## config.mk

```make
export PLATFORM = sky130hd
export DESIGN_NAME = mpmc10_req_pipe
export DESIGN_NICKNAME = d
export VERILOG_FILES = /design/src/rtl/mpmc10_req_pipe.sv
export SDC_FILE = /design/constraint.sdc
export NUM_CORES = 2
export LEC_CHECK = 0
export ABC_CLOCK_PERIOD_IN_PS = 1900
export CAP_MARGIN = 30
export CORE_MARGIN = 1
export CORE_UTILIZATION = 35
export DETAILED_ROUTE_END_ITERATION = 16
export DONT_BUFFER_PORTS = 1
export SETUP_SLACK_MARGIN = 0.3
export SYNTH_ARGS = -nofsm -noshare
export SYNTH_HDL_FRONTEND = slang
export SYNTH_SLANG_ARGS = --single-unit
```

## constraint.sdc

```tcl
create_clock -name clk -period 1.9 [get_ports clk]
set_clock_uncertainty 0.2 [all_clocks]
set_input_delay 0.38 -clock clk [delete_from_list [all_inputs] [get_ports clk]]
set_output_delay 0.38 -clock clk [all_outputs]
set_load 0.02 [all_outputs]
```

## src/rtl/mpmc10_req_pipe.sv

```systemverilog
// -----------------------------------------------------------------------------
// mpmc10_req_pipe
//
// Elastic valid/ready pipeline for mpmc10 request/response buses. Each stage
// is a 2-entry skid slice, so every ready is a flop output and one item per
// cycle is sustained under backpressure. Data is an opaque W-bit vector;
// callers cast their request/response structs to and from it.
//
// Parameters:
//   W      - data width in bits
//   STAGES - number of skid slices in series (0..8); 0 is a wire-through
//   LVLW   - width of the level output (derived from STAGES)
//
// Ports:
//   clk, rst_n         - clock, asynchronous active-low reset
//   s_valid/s_ready/s_data - upstream handshake (s_ready registered)
//   m_valid/m_ready/m_data - downstream handshake (m_valid/m_data registered)
//   level              - registered count of entries held in all slices
//   flush              - synchronous discard of all entries; present only
//                        when MPMC10_PIPE_FLUSH_EN is defined
// -----------------------------------------------------------------------------
module mpmc10_req_pipe #(
    parameter int W      = 256,
    parameter int STAGES = 2,
    // A zero-stage build keeps a 1-bit level port tied low.
    parameter int LVLW   = (STAGES == 0) ? 1 : $clog2(2 * STAGES + 1)
) (
    input  logic            clk,
    input  logic            rst_n,
`ifdef MPMC10_PIPE_FLUSH_EN
    input  logic            flush,
`endif
    input  logic            s_valid,
    output logic            s_ready,
    input  logic [W-1:0]    s_data,
    output logic            m_valid,
    input  logic            m_ready,
    output logic [W-1:0]    m_data,
    output logic [LVLW-1:0] level
);

    typedef enum logic [1:0] {
        ST_EMPTY = 2'd0,
        ST_ONE   = 2'd1,
        ST_TWO   = 2'd2
    } slice_state_e;

    logic w_flush;
`ifdef MPMC10_PIPE_FLUSH_EN
    assign w_flush = flush;
`else
    assign w_flush = 1'b0;
`endif

    if (STAGES == 0) begin : g_bypass

        assign m_valid = s_valid;
        assign s_ready = m_ready;
        assign m_data  = s_data;
        assign level   = '0;

    end else begin : g_pipe

        // Cross-slice views: each slice publishes its registered outputs here.
        logic [STAGES-1:0] w_valid;
        logic [STAGES-1:0] w_rdy;
        logic [W-1:0]      w_data   [STAGES];
        logic [1:0]        w_cnt_nx [STAGES];
        logic [LVLW-1:0]   w_level_nx;
        logic [LVLW-1:0]   r_level;

        for (genvar k = 0; k < STAGES; k++) begin : g_slice
            logic         r_main_v;
            logic         r_skid_v;
            logic         r_rdy;
            logic [W-1:0] r_main_d;
            logic [W-1:0] r_skid_d;

            logic         w_in_v;
            logic [W-1:0] w_in_d;
            logic         w_out_rdy;
            logic         w_acc;
            logic         w_take;
            logic         w_main_v_nx;
            logic         w_skid_v_nx;
            logic [W-1:0] w_main_d_nx;
            logic [W-1:0] w_skid_d_nx;
            slice_state_e w_state;

            if (k == 0) begin : g_head
                assign w_in_v = s_valid;
                assign w_in_d = s_data;
            end else begin : g_link
                assign w_in_v = w_valid[k-1];
                assign w_in_d = w_data[k-1];
            end

            if (k == STAGES - 1) begin : g_tail
                assign w_out_rdy = m_ready;
            end else begin : g_mid
                assign w_out_rdy = w_rdy[k+1];
            end

            assign w_acc   = w_in_v & r_rdy;
            assign w_take  = r_main_v & w_out_rdy;
            assign w_state = !r_main_v ? ST_EMPTY : (r_skid_v ? ST_TWO : ST_ONE);

            // NOTE: every output gets its hold value first, so no path through
            // the case leaves a signal unassigned and no latch is inferred.
            always_comb begin
                w_main_v_nx = r_main_v;
                w_skid_v_nx = r_skid_v;
                w_main_d_nx = r_main_d;
                w_skid_d_nx = r_skid_d;
                case (w_state)
                    ST_EMPTY: begin
                        if (w_acc) begin
                            w_main_v_nx = 1'b1;
                            w_main_d_nx = w_in_d;
                        end
                    end
                    ST_ONE: begin
                        if (w_acc && w_take) begin
                            w_main_d_nx = w_in_d;
                        end else if (w_acc) begin
                            // Downstream stalled: park the new item in the skid.
                            w_skid_v_nx = 1'b1;
                            w_skid_d_nx = w_in_d;
                        end else if (w_take) begin
                            w_main_v_nx = 1'b0;
                        end
                    end
                    ST_TWO: begin
                        // r_rdy is low here, so only the drain side can move.
                        if (w_take) begin
                            w_skid_v_nx = 1'b0;
                            w_main_d_nx = r_skid_d;
                        end
                    end
                    default: ;
                endcase
                // Flush wins over any same-cycle transfer, dropping it.
                if (w_flush) begin
                    w_main_v_nx = 1'b0;
                    w_skid_v_nx = 1'b0;
                end
            end

            // NOTE: sequential state uses non-blocking assignments so every
            // slice samples its neighbours' pre-edge values.
            always_ff @(posedge clk or negedge rst_n) begin
                if (!rst_n) begin
                    r_main_v <= 1'b0;
                    r_skid_v <= 1'b0;
                    r_rdy    <= 1'b0;
                    // NOTE: the data registers are reset too, so m_data reads
                    // zero out of reset instead of stale contents.
                    r_main_d <= '0;
                    r_skid_d <= '0;
                end else begin
                    r_main_v <= w_main_v_nx;
                    r_skid_v <= w_skid_v_nx;
                    r_main_d <= w_main_d_nx;
                    r_skid_d <= w_skid_d_nx;
                    // Ready is computed from the next state so it is a pure flop.
                    r_rdy    <= !(w_main_v_nx && w_skid_v_nx);
                end
            end

            assign w_valid[k]  = r_main_v;
            assign w_rdy[k]    = r_rdy;
            assign w_data[k]   = r_main_d;
            assign w_cnt_nx[k] = {1'b0, w_main_v_nx} + {1'b0, w_skid_v_nx};
        end

        // Level is summed from next-state valids so it moves on the same edge.
        always_comb begin
            w_level_nx = '0;
            for (int i = 0; i < STAGES; i++) begin
                w_level_nx = w_level_nx + LVLW'(w_cnt_nx[i]);
            end
        end

        always_ff @(posedge clk or negedge rst_n) begin
            if (!rst_n) begin
                r_level <= '0;
            end else begin
                r_level <= w_level_nx;
            end
        end

        assign s_ready = w_rdy[0];
        assign m_valid = w_valid[STAGES-1];
        assign m_data  = w_data[STAGES-1];
        assign level   = r_level;

    end

endmodule
```

Word level (Yosys, flattened, before mapping):

Cells that the tools add are included.

* magnitude comparators: 0
* div/mod/pow operators: 0
* shifts and indexed selects: 0
* bitwise operators: 5
* $add $sub $neg: 3
* muxes and demuxes: 30
* reduce and logical (&&, ||, !) cells: 14
* equality and inequality tests: 10
* $mul: 0

Operators by type and width (number)
* 2-to-1 mux 256 bit: 6
* case mux 256 bit (3 select lines): 2
* 2-to-1 mux 1 bit: 14
* != test 2 bit (second input constant): 6
* 2-to-1 mux 2 bit: 4
* case mux 1 bit (2 select lines): 4
* AND reduction 4 bit: 2
* AND reduction 3 bit: 2
* nonzero test 3 bit: 2
* adder 1 x 1 -> 2 bit: 2
* == test 2 x 1 -> 1 bit (second input constant): 2
* == test 2 bit (second input constant): 2
* logical AND 1 bit: 4
* zero test 2 bit: 2
* adder 2 x 2 -> 3 bit: 1
* bitwise AND 1 bit: 3
* zero test 1 bit: 2
* NOT 1 bit: 2

* input bits: 260
* memory bits (writable): 0
* bits in registers: 1033
* bits in latches: 0
* memories: 0
* memory bits (read-only): 0
* output and inout bits: 261

Longest topological paths before layout:

* word-level depth: 7
* mapped depth: 6

Worst setup path before layout:

Ideal clock, no wire load.

* path type: register to register
* start: reg g_pipe.g_slice[1].r_main_v, in the netlist m_valid
* end: reg g_pipe.r_level[1], in the netlist level[1]
* cell stages (with the launch flop): 7
* library setup time: 126 ps
* period minus slack after synthesis: 2124 ps
* slack: -224 ps
* data required time: 1574 ps
* path buffers: 1
* arrival time: 1798 ps
* cell sequence: dfrtp_1 > buf_2 > a31oi_1 > a21oi_1 > fa_1 > ha_1 > ha_1

RTL lines
* start, declared: line 73 `logic r_main_v;`
* start signal, assigned: line 161 `r_main_v <= w_main_v_nx;`
* bitwise AND 1 bit: line 105 `assign w_take = r_main_v & w_out_rdy;`
* logical AND 1 bit: line 123 `if (w_acc && w_take) begin`
* 2-to-1 mux 1 bit: line 123
* case mux 1 bit (2 select lines) *: line 115 `case (w_state)`
* net g_pipe.g_slice[1].w_skid_v_nx: line 85 `logic w_skid_v_nx;`
* adder 1 x 1 -> 2 bit *: line 173 `assign w_cnt_nx[k] = {1'b0, w_main_v_nx} + {1'b0, w_skid_v_nx};`
* adder 2 x 2 -> 3 bit *: line 180 `w_level_nx = w_level_nx + LVLW'(w_cnt_nx[i]);`
* net g_pipe.w_level_nx[1]: line 69 `logic [LVLW-1:0] w_level_nx;`
* end signal, assigned: line 188 `r_level <= w_level_nx;`
* end, declared: line 70 `logic [LVLW-1:0] r_level;`

The timed path passes the listed nets; every way through them passes the cells marked *.
A chain may end at the register's enable or synchronous reset.

Worst setup path in the final report:

* start: reg g_pipe.g_slice[1].r_rdy
* end: reg g_pipe.g_slice[1].r_skid_d[42]

* longest elaborated chain between the ends: 4

Ends and longest elaborated chain
* start, declared: line 75 `logic r_rdy;`
* start signal, assigned: line 166 `r_rdy <= !(w_main_v_nx && w_skid_v_nx);`
* bitwise AND 1 bit *: line 104 `assign w_acc = w_in_v & r_rdy;`
* logical AND 1 bit: line 123
* NOT 1 bit (no source line)
* AND reduction 3 bit (no source line) *
* end signal, assigned: line 164 `r_skid_d <= w_skid_d_nx;`
* end, declared: line 77 `logic [W-1:0] r_skid_d;`

Every way passes the cells marked *; elsewhere a longest branch is shown, timed or not.

==> results.cfg <==
[clock_tree]
clockBufferDepth = 3
cts.clk_slew.worst_paths_ns = 0.06
ctsHoldBuffers = 258
htree_levels = 3
cts_buffers = 111
clock-root-buffer = clkbuf_16
cts_tree = done
clock_sinks = 1033
clk_latency_ns = 0.73

[routing]
ant_nets = 0
vias = 24300
routed_wirelength_um = 113000
drt_pass1_iterations = 4
post-route-drc-count = 0
drt_iter0_markers = 966
wire_per_inst_um = 23.0
via_per_inst = 4.94

[setup_path]
crit_family = buffers and inverters
crit_fanout = 10
r2r_cells = 7
critPathKind = flip-flop to flip-flop
worstPathArrival_ns = 2.57
path_cells = buf_6 > nand3_4 > nor3_4 > buf_12 > buf_16 > clkbuf_16 > mux2_2
crit_buf_inv = 4
worstPathRequired_ns = 2.30
end_kind = flip-flop
cp-start-kind = flip-flop
r2r_end = g_pipe.g_slice[1].r_skid_d[42]$_DFFE_PN0P_
r2r_start = g_pipe.g_slice[0].w_out_rdy$_DFF_PN0_
rrSetupSlack_ns = -0.27
cp_slowest_cell = dfrtp_2
critPathMaxStageDelay_ns = 0.42
crit_start = g_pipe.g_slice[0].w_out_rdy$_DFF_PN0_

[logic_synthesis]
async_flop_share_pct = 100
synthDistinctLibCells = 20
synth_top_area_cell = dfrtp_1
synth.top_cell.area_share_pct = 57.9
synth_most_common_cell = mux2_2
ys_ff_latch = 1033
netlist_top_cells_count = mux2_2 (1536), dfrtp_1 (1033), buf_4 (76)
syn_inst = 2767
ys_seq_area_share_pct = 57.9
synth_nets = 3031
syn_area_per_cell_um2 = 16.1
ys.flop_type = dfrtp_1
synthTopCellsByArea = dfrtp_1 (58%), mux2_2 (39%), buf_4 (1.3%), buf_6 (1.0%), buf_2 (0.58%)
ys_warn_count = 0
synth_enable_flop_cells = 0
syn_area_um2 = 44600

[timing]
tightestPinTransition_ns = 0.720
hold_viol = 329
whs_ns = -0.858
slew_headroom_pct = 52.0
finalWorstSetupSlack_ns = -0.270
fin_crit_ns = 2.17
max_freq_mhz = 461
tns_ns = -184.09
maxSlewViolCount = 0
rsz0062_at_grt = yes
setup_viol = 1030
fin_crit_sh_pct = 114

[final_layout]
fin_nets = 3435
fin_area_um2 = 55000
final-seq-area_um2 = 25900
multiInputGateArea_um2 = 17600
drive_gt1_share_pct = 59.1
instances_no_fill = 4925
syn_to_final_growth_pct = 23.2
postLayoutCoreUtil_pct = 43.6
n_fill_cell = 11100

[grt]
antenna_found_initial = 11
grt_overflow = 0
grt_pass1_vias = 26900
grt_pass1_wl_um = 167000
grt_max_degree = 1034
grt_usage_pct = 16.7

[floorplanning]
ios = 521
core_um2 = 126000
num_rows = 130
die-area_um2 = 129000
fp.dieH_um = 359
start_util_pct = 35.4
die_w_um = 359

[status]
outcome = finished, violations left
failed_checks = negative hold slack, negative setup slack

[pwr]
seqPwrFrac_pct = 42.6
intPower_mw = 69.8
switchingPower_mw = 34.6
ir_drop_mv = 1.02
power_mw = 104
power_density_nw_per_um2 = 1900
power.leakage_nw = 23.3
switching_share_pct = 33.1
p_clk_share_pct = 20.8
power.share.combinational_pct = 36.5

[hold_path]
hold_path.class = primary input to async pin

[place]
place_congestion = 0.777
place_area_um2 = 47100
dp.cells = 4382
hpwl_um = 70900
portBuffers = 0

[job]
maxCapViolations = 0
[metrics by stage]
step                      hold slack, ns  worst slack [ns]
after floorplan                   -0.116           -0.0627
after global placement           -0.0633            -0.330
after detailed placement         -0.0637            -0.297
after CTS                         -0.882            -0.263
after global routing              -0.933            -0.331
final                             -0.858            -0.270
[worst reg2reg max path, cell delays in order, from the launching register on]
cell       delay, ns
dfrtp_2         0.42
buf_6           0.13
nand3_4         0.09
nor3_4          0.23
buf_12          0.21
buf_16          0.20
clkbuf_16       0.24
mux2_2          0.34
[what timing repair did]
item | CTS | global route
pin swaps | 1 | 1
hold endpoints to repair | 1557 | 234
gates cloned | 4 | 35
gates resized for setup | 21 | 47
setup buffers | 17 | 7
setup endpoints to repair | 1288 | 2090
[how the worst max path moves through the flow]
stage	slack, ns	to	cells past startpoint
after floorplan	-0.06	level[1]$_DFF_PN0_	6
after global placement	-0.33	level[1]$_DFF_PN0_	6
after detailed placement	-0.30	level[1]$_DFF_PN0_	6
after CTS	-0.26	g_pipe.g_slice[1].r_skid_d[131]$_DFFE_PN0P_	7
after global routing	-0.33	g_pipe.g_slice[1].r_skid_d[95]$_DFFE_PN0P_	7
final	-0.27	g_pipe.g_slice[1].r_skid_d[42]$_DFFE_PN0P_	7
[power groups by stage]
stage | logic (mW) | registers [mW] | clock network (mW)
2_1_floorplan | 27.9 | 41.5 | 0
3_3_place_gp | 33.8 | 44.3 | 0
3_5_place_dp | 35.0 | 45.1 | 0
4_1_cts | 36.3 | 44.7 | 22.4
5_1_grt | 40.9 | 46.2 | 23.3
6_report | 38.1 | 44.6 | 21.8
[routing by layer]
layer  global-route usage (%)  share of wire [%]  wire length (µm)  vias up
li1                         -                  -                 -    10800
met1                     20.5                 42             47800    12900
met2                     28.4                 50             57000      430
met3                     4.45                4.9              5570      154
met4                     5.07                2.5              2850        2
met5                        0              0.015                17        -
[layout by cell type, fill, tap and decap left out, types with 4 or more instances in the layout]
| master | count |
|---|---|
| buf_12 | 43 |
| diode_2 | 14 |
| mux2_2 | 1530 |
| clkbuf_8 | 23 |
| clkinv_2 | 22 |
| mux2_4 | 6 |
| clkbuf_16 | 141 |
| nand2_1 | 4 |
| buf_4 | 83 |
| buf_6 | 16 |
| inv_6 | 4 |
| dlygate4sd3_1 | 258 |
| buf_8 | 6 |
| dfrtp_1 | 1031 |
| clkbuf_1 | 30 |
| bufinv_16 | 7 |
| buf_16 | 26 |
[kinds of logic (layout without fill, tap and decap cells)]
family | count (synthesis) | in the layout | synth area share [%]
flops | 1033 | 1033 | 57.9
compound gates | 9 | 9 | 0.112
mux | 1537 | 1537 | 38.8
simple gates | 11 | 11 | 0.135
other cells | 0 | 14 | 0
buf+inv | 173 | 667 | 2.91
fa+ha+maj | 4 | 4 | 0.129
[final cells by class]
cell class	instances	area share [%]
clock buffer	165	5.88
sequential	1033	47.0
antenna	14	0.0637
tap	1650	3.75
inverter	3	0.0205
multi-input combinational	1561	32.0
timing repair buffer	461	10.5
clock inverter	38	0.790
[state kept, by name, summed over array words and instances (netlist names)]
| register | flops |
|---|---|
| g_pipe.g_slice.r_skid_d | 512 |
| g_pipe.g_slice.r_main_d | 256 |
| m_data | 256 |
| level | 3 |
| g_pipe.g_slice.r_skid_v | 2 |
| g_pipe.g_slice.r_main_v | 1 |
| g_pipe.g_slice.w_out_rdy | 1 |
| m_valid | 1 |
| s_ready | 1 |
(Power assumes the default switching activity.)
